===== src/rtl/example_unshift_rx.sv =====
// example_unshift_rx
//   Receive side of a left-shift link. Each accepted word is restored by a logical right
//   shift of SHIFT bits. A word whose low SHIFT bits are nonzero is flagged as corrupt. The
//   {err, data} pairs are buffered in a DEPTH-entry show-ahead FIFO. The FIFO drains over a
//   valid/ready interface.
//
// Ports
//   clk        in   single clock, all state on posedge
//   rst        in   asynchronous active-low reset
//   in_valid   in   upstream word present
//   in_data    in   shifted word
//   in_ready   out  FIFO not full (registered, no path from in_valid)
//   out_valid  out  FIFO not empty (registered, no path from out_ready)
//   out_data   out  restored head word, 0 when empty
//   out_err    out  head word was corrupt, 0 when empty
//   out_ready  in   downstream consumes head
//   err_clr    in   synchronous clear of err_cnt (wins over increment)
//   err_cnt    out  saturating count of corrupt words accepted

module example_unshift_rx #(
    parameter int unsigned BUS_WIDTH = 32,
    parameter int unsigned SHIFT     = 5,
    parameter int unsigned DEPTH     = 4,
    parameter int unsigned CNT_WIDTH = 8
) (
    input  logic                 clk,
    input  logic                 rst,
    input  logic                 in_valid,
    input  logic [BUS_WIDTH-1:0] in_data,
    output logic                 in_ready,
    output logic                 out_valid,
    output logic [BUS_WIDTH-1:0] out_data,
    output logic                 out_err,
    input  logic                 out_ready,
    input  logic                 err_clr,
    output logic [CNT_WIDTH-1:0] err_cnt
);

    localparam int unsigned PtrW = $clog2(DEPTH);
    localparam int unsigned CntW = $clog2(DEPTH + 1);

    localparam logic [CntW-1:0]      DepthCnt = CntW'(DEPTH);
    localparam logic [CNT_WIDTH-1:0] ErrMax   = '1;

    localparam logic [1:0] StEmpty  = 2'd0;
    localparam logic [1:0] StActive = 2'd1;
    localparam logic [1:0] StFull   = 2'd2;

    logic [1:0]           state_q, state_d;
    logic [CntW-1:0]      count_q, count_d;
    logic [PtrW-1:0]      wptr_q, wptr_d;
    logic [PtrW-1:0]      rptr_q, rptr_d;
    logic [CNT_WIDTH-1:0] err_cnt_q, err_cnt_d;

    // Entry layout: {err, data}
    logic [BUS_WIDTH:0]   mem_q [DEPTH];
    logic [BUS_WIDTH:0]   wr_entry;
    logic [BUS_WIDTH:0]   head;
    logic                 push;
    logic                 pop;
    logic                 wr_err;

    assign in_ready  = (state_q != StFull);
    assign out_valid = (state_q != StEmpty);
    assign push      = in_valid & in_ready;
    assign pop       = out_valid & out_ready;

    assign wr_err    = |in_data[SHIFT-1:0];
    assign wr_entry  = {wr_err, in_data >> SHIFT};

    assign head      = mem_q[rptr_q];
    assign out_data  = out_valid ? head[BUS_WIDTH-1:0] : '0;
    assign out_err   = out_valid & head[BUS_WIDTH];
    assign err_cnt   = err_cnt_q;

    always_comb begin
        state_d = state_q;
        count_d = count_q;
        case (state_q)
            StEmpty: begin
                if (push) begin
                    state_d = StActive;
                    count_d = CntW'(1);
                end
            end
            StActive: begin
                if (push && !pop) begin
                    count_d = count_q + 1'b1;
                    if (count_d == DepthCnt) state_d = StFull;
                end else if (pop && !push) begin
                    count_d = count_q - 1'b1;
                    if (count_d == '0) state_d = StEmpty;
                end
            end
            StFull: begin
                // in_ready is low here, so a pop never coincides with a push
                if (pop) begin
                    state_d = StActive;
                    count_d = DepthCnt - 1'b1;
                end
            end
            default: begin
                state_d = StEmpty;
                count_d = '0;
            end
        endcase
    end

    always_comb begin
        wptr_d    = push ? wptr_q + 1'b1 : wptr_q;
        rptr_d    = pop ? rptr_q + 1'b1 : rptr_q;
        err_cnt_d = err_cnt_q;
        if (err_clr) begin
            err_cnt_d = '0;
        end else if (push && wr_err && (err_cnt_q != ErrMax)) begin
            err_cnt_d = err_cnt_q + 1'b1;
        end
    end

    always_ff @(posedge clk or negedge rst) begin
        if (!rst) begin
            state_q   <= StEmpty;
            count_q   <= '0;
            wptr_q    <= '0;
            rptr_q    <= '0;
            err_cnt_q <= '0;
        end else begin
            state_q   <= state_d;
            count_q   <= count_d;
            wptr_q    <= wptr_d;
            rptr_q    <= rptr_d;
            err_cnt_q <= err_cnt_d;
        end
    end

    always_ff @(posedge clk or negedge rst) begin
        if (!rst) begin
            for (int i = 0; i < int'(DEPTH); i++) begin
                mem_q[i] <= '0;
            end
        end else if (push) begin
            mem_q[wptr_q] <= wr_entry;
        end
    end

endmodule

===== config.mk =====
export PLATFORM = sky130hd
export DESIGN_NAME = example_unshift_rx
export DESIGN_NICKNAME = d
export VERILOG_FILES = /design/src/rtl/example_unshift_rx.sv
export SDC_FILE = /design/constraint.sdc
export NUM_CORES = 1
export LEC_CHECK = 0
export BUFFER_PORTS_ARGS = -buffer_cell sky130_fd_sc_hd__buf_2
export CAP_MARGIN = 30
export CORE_UTILIZATION = 45
export CTS_CLUSTER_SIZE = 16
export DETAILED_ROUTE_END_ITERATION = 6
export SETUP_SLACK_MARGIN = 0.1
export SLEW_MARGIN = 20
export SYNTH_ARGS = -nofsm -noshare
export SYNTH_HDL_FRONTEND = slang
export SYNTH_SLANG_ARGS = --single-unit

===== constraint.sdc =====
create_clock -name clk -period 5.7 [get_ports clk]
set_clock_uncertainty 0.05 [all_clocks]
set_input_delay 0 -clock clk [delete_from_list [all_inputs] [get_ports clk]]
set_output_delay 0 -clock clk [all_outputs]
set_load 0.1 [all_outputs]

; ---- Yosys cells after proc, flatten, opt, wreduce, memory -nomap -nowiden
; Index checks and enable logic that the tools add are counted.
[op_classes]
add_sub_neg = 5
mul = 0
div = 0
order_cmp = 3
eq_ne = 10
n_shift = 0
n_mux = 21
bitwise_logic = 5
reduce_logical = 14
[ops]
columns = cell, count
row1 = bitwise mux 132 bit, 1
row2 = two-way mux 33 bit, 3
row3 = binary-select mux 33 bit (select 2 bit), 1
row4 = demux 33 bit (select 2 bit), 1
row5 = two-way mux 32 bit, 1
row6 = two-way mux 8 bit, 2
row7 = two-way mux 2 bit, 6
row8 = two-way mux 3 bit, 4
row9 = "inequality test 3 bit, second input constant", 3
row10 = case mux 3 bit (3 select lines), 1
row11 = "adder 8 x 1 -> 8 bit, second input constant", 1
row12 = "inequality test 8 bit, second input constant", 1
row13 = ">= comparator 3 bit, second input constant", 2
row14 = "inequality test 2 bit, second input constant", 3
row15 = NOT 2 -> 3 bit, 2
row16 = case mux 2 bit (3 select lines), 1
row17 = logical AND 1 bit, 5
row18 = AND reduction 5 bit, 1
row19 = OR reduction 5 bit, 1
row20 = "adder 2 x 1 -> 2 bit, second input constant", 2
row21 = nonzero test 2 bit, 2
row22 = "adder 3 x 1 -> 3 bit, second input constant", 1
row23 = bitwise AND 1 bit, 3
row24 = "== test 3 bit, second input constant", 1
row25 = 8 further kinds, 9
[totals]
regBits = 149
latch_bits = 0
ramBits = 0
mem_bits_ro = 0
wordCells = 67
mem_count = 0

; ---- Depth between registers and ports, before layout
[depth]
word_depth = 7
mapped_depth = 10

; ---- Least setup slack after synthesis
; No wires, ideal clock.
[synth_path]
path_kind = flip-flop to output port
from = register state_q[1]
to = output out_data[13]
t_arrival_ps = 2435
t_required_ps = 5650
slack_ps = 3215
path_stages_with_launch = 4
n_path_buf = 1
path_cell_list = dfrtp_1 -> or2_2 -> clkbuf_1 -> and2_1
[synth_between]
elab_chain_cells = 2
[synth_rtl]
columns = item, line_no
row1 = start: declaration, 49  ; logic [1:0] state_q, state_d;
row2 = start signal: assignment, 122  ; state_q <= StEmpty;
row3 = start signal: assignment, 128  ; state_q <= state_d;
row4 = nonzero test 2 bit, 64  ; assign out_valid = (state_q != StEmpty);
row5 = named net out_valid, 31  ; output logic out_valid,
row6 = two-way mux 32 bit, 72  ; assign out_data = out_valid ? head[BUS_WIDTH-1:0] : '0;
row7 = end: declaration, 32  ; output logic [BUS_WIDTH-1:0] out_data,
; The timed path passes the listed nets, and every way through them passes these cells.

; ---- Worst setup path in the final report
[layout_path]
from = register state_q[0]
to = register count_q[2]
[layout_between]
elab_chain_cells = 6
elab_cells_between_ends = 17
classes_between = eq/ne: 6 / mux: 2 / bitwise: 2 / reduce/logical: 7
[layout_rtl]
columns = item, line_no
row1 = inequality test 2 bit or nonzero test 2 bit (tied branches), "63, 64"
row2 = "bitwise AND 1 bit, on equally long branches", "65, 66"
row3 = "logical NOT 1 bit, on equally long branches", "90, 87"
row4 = "logical AND 1 bit, on equally long branches", "90, 87"
row5 = inequality test 3 bit (no source line) or two-way mux 3 bit (tied branches), n/a
row6 = AND reduction 3 bit (no source line) or case mux 3 bit (3 select lines) (tied branches), n/a
row7 = end signal: assignment, 129  ; count_q <= count_d;
row8 = end: declaration, 50  ; logic [CntW-1:0] count_q, count_d;
; Parallel ways exist; a longest one is shown, timed or not.
; A chain may end at the register's enable or synchronous reset.

==> flow_summary.toml <==
[drt]
drt-total-wl_mm = 12.38
drtIter0Drc = 179
avgViaCountPerCell = 5.256
dr.pass1.iters = 6
ant_nets = 0
routedWlPerCell_um = 16.88
drc = 0
num_vias = 3853

[die]
die_height_um = 119.0
start_util = 0.4634
die_x_um = 119.0
io_pins = 80
rows = 42
fp.coreArea_um2 = 13300
dieArea_um2 = 14160

[timing]
period_share = 0.4810
rsz0062_at_grt = "no"
worst_slew_pin_slew_ns = 0.7448
max_freq_mhz = 364.8
min_period_ns = 2.741
fin_ws_ns = 2.959
setup-tns-final_ns = 0
slew_viol_final = 0
max_slew_margin = 0.5034
setup_viol = 0
hold_viol_final = 0

[place]
gp_congestion = 0.7500
port_buffers = 74
pre_cts_slack_ns = 2.908
hpwlAfterDp_mm = 7.599

[finish]
diodes = 0
final_common_cell = "dfrtp_1"
syn_to_final_growth_pct = 24.72
drive_gt1_frac = 0.4632
layout.nets = 592
final_cell_mix = "128 x dfrtp_1, 108 x mux2_2, 73 x buf_2"

[worst_setup_path]
endpoint_kind = "flop"
cp.required_ns = 5.94
critPathBufInv = 0
cp_data_arrival_time_ns = 2.99
cp-start-kind = "flop"
worst_path_max_delay_cell = "or2_2"
cp_top_family = "simple AND/OR/NAND/NOR gates"
path_class = "flop to flop"
crit_path_max_fanout = 32
crit_path_cell_trace = "or2_2 -> nand2_1 -> ha_1 -> and2_1 -> o31ai_2 -> mux2i_1 -> o21ai_0"
cpPeakStageDelay_ns = 0.56

[synth]
ys_seq_area_frac = 0.5240
synth-edff-count = 0
synthArstFlopShare = 1.000
ys_warn_count = 0
ys_seq_elements = 129
ys.flop_type = "dfrtp_1"
syn_area_um2 = 6161
ys_types = 34
synthCells = 435
syn_area_per_cell_um2 = 14.16

[run]
drv_cap = 0

[clocking]
clockBufferDepth = 2
root_buffer = "clkbuf_16"
clock_latency_ns = 0.42
cts_resized = 0
cts_max_level = 4
cts.sink_count = 129
cts_setup_buffers = 0
clkTransAtPathRegs_ns = 0.06
tritoncts = "built"
cts_buffers = 17
postCtsHoldBufs = 34

[global_route]
grt_pass1_vias = 4013
grt_overflow = 0
grt_antenna_before_repair = 0
grt.total_usage = 0.1930
grt_pass1_wl_mm = 20.53
grt_max_degree = 74

[run_status]
status = "completed"

[hold_path]
hp-class = "primary input to flop"
## cell type report
cell class | count | area [um^2]
clock inverter | 5 | 75.07
inverter | 12 | 45.04
multi-input combinational | 268 | 2743
fill | 1081 | 5612
tap | 176 | 220.2
sequential | 129 | 3229
clock buffer | 27 | 513.0
timing repair buffer | 116 | 858.3
## final timing paths
| path | startpoint | end | cells past startpoint | slack, ns |
|---|---|---|---|---|
| max | state_q[0]$_DFFE_PN0P_ | count_q[2]$_DFFE_PN0P_ | 7 | 2.96 |
| min in group asynchronous | rst | mem_q[124]$_DFFE_PN0P_ | 2 | 0.13 |
| max in group asynchronous | rst | rptr_q[0]$_DFFE_PN0P_ | 4 | 4.40 |
| min reg2reg | mem_q[65]$_DFFE_PN0P_ | mem_q[65]$_DFFE_PN0P_ | 2 | 0.45 |
| max reg2reg | state_q[0]$_DFFE_PN0P_ | count_q[2]$_DFFE_PN0P_ | 7 | 2.96 |
| min | in_data[2] | err_cnt[2]$_DFFE_PN0P_ | 4 | 0.07 |
## synthesized netlist by cell type, types with 8 or more instances
library cell / n / area, um^2
nand3_1: 8 / 40.04
inv_1: 12 / 45.04
and2_1: 29 / 181.4
mux2_2: 108 / 1216
ha_1: 11 / 137.6
nor2_1: 9 / 33.78
buf_2: 9 / 45.04
dfrtp_1: 129 / 3228
o21ai_0: 13 / 65.06
mux4_2: 28 / 630.6
nand2_1: 12 / 45.04
buf_4: 15 / 112.6
## through the flow
| step | cells | hold WS, ns | area, um^2 | utilization |
|---|---|---|---|---|
| after floorplan | 439 | -0.3456 | 6176 | - |
| after global placement | 662 | 0.04176 | 6633 | 0.4989 |
| after detailed placement | 663 | 0.06581 | 6653 | 0.5004 |
| after CTS | 729 | 0.04481 | 7581 | 0.5702 |
| after global routing | 733 | 0.1131 | 7684 | 0.5779 |
| final | 733 | 0.06512 | 7684 | 0.5779 |
## worst min-delay path, delay by kind of cell
family	cells	cell delay [ns]
and+or+nand+nor	1	0.13
buffers and inverters	1	0.07
AOI/OAI and AO/OA	2	0.29
## logic make-up after synthesis
| family | count (synthesis) | synth area share |
|---|---|---|
| other | 1 | 0.0006087 |
| flip-flops | 129 | 0.5240 |
| adder cells (fa/ha/maj) | 11 | 0.02234 |
| AO/OA/AOI/OAI | 29 | 0.03168 |
| multiplexers | 141 | 0.3085 |
| XOR/XNOR | 4 | 0.005686 |
| buffers and inverters | 42 | 0.03655 |
| AND/OR/NAND/NOR | 78 | 0.07067 |
## layer usage
layer  global-route usage  vias up  wire length [um]
met5                    0        -                 0
met1               0.2490     1982              5617
met3              0.05460       17               476
met4              0.08307        0               238
li1                     -     1784                 -
met2               0.3045       70              6042
## registers in the layout, indices dropped and copies added (netlist names)
name	flops
count_q	3
err_cnt	8
mem_q	112
rptr_q	2
state_q	2
wptr_q	2
Power is not shown: default switching activity piles up to over one toggle a cycle in this logic, so the estimate is an artifact.
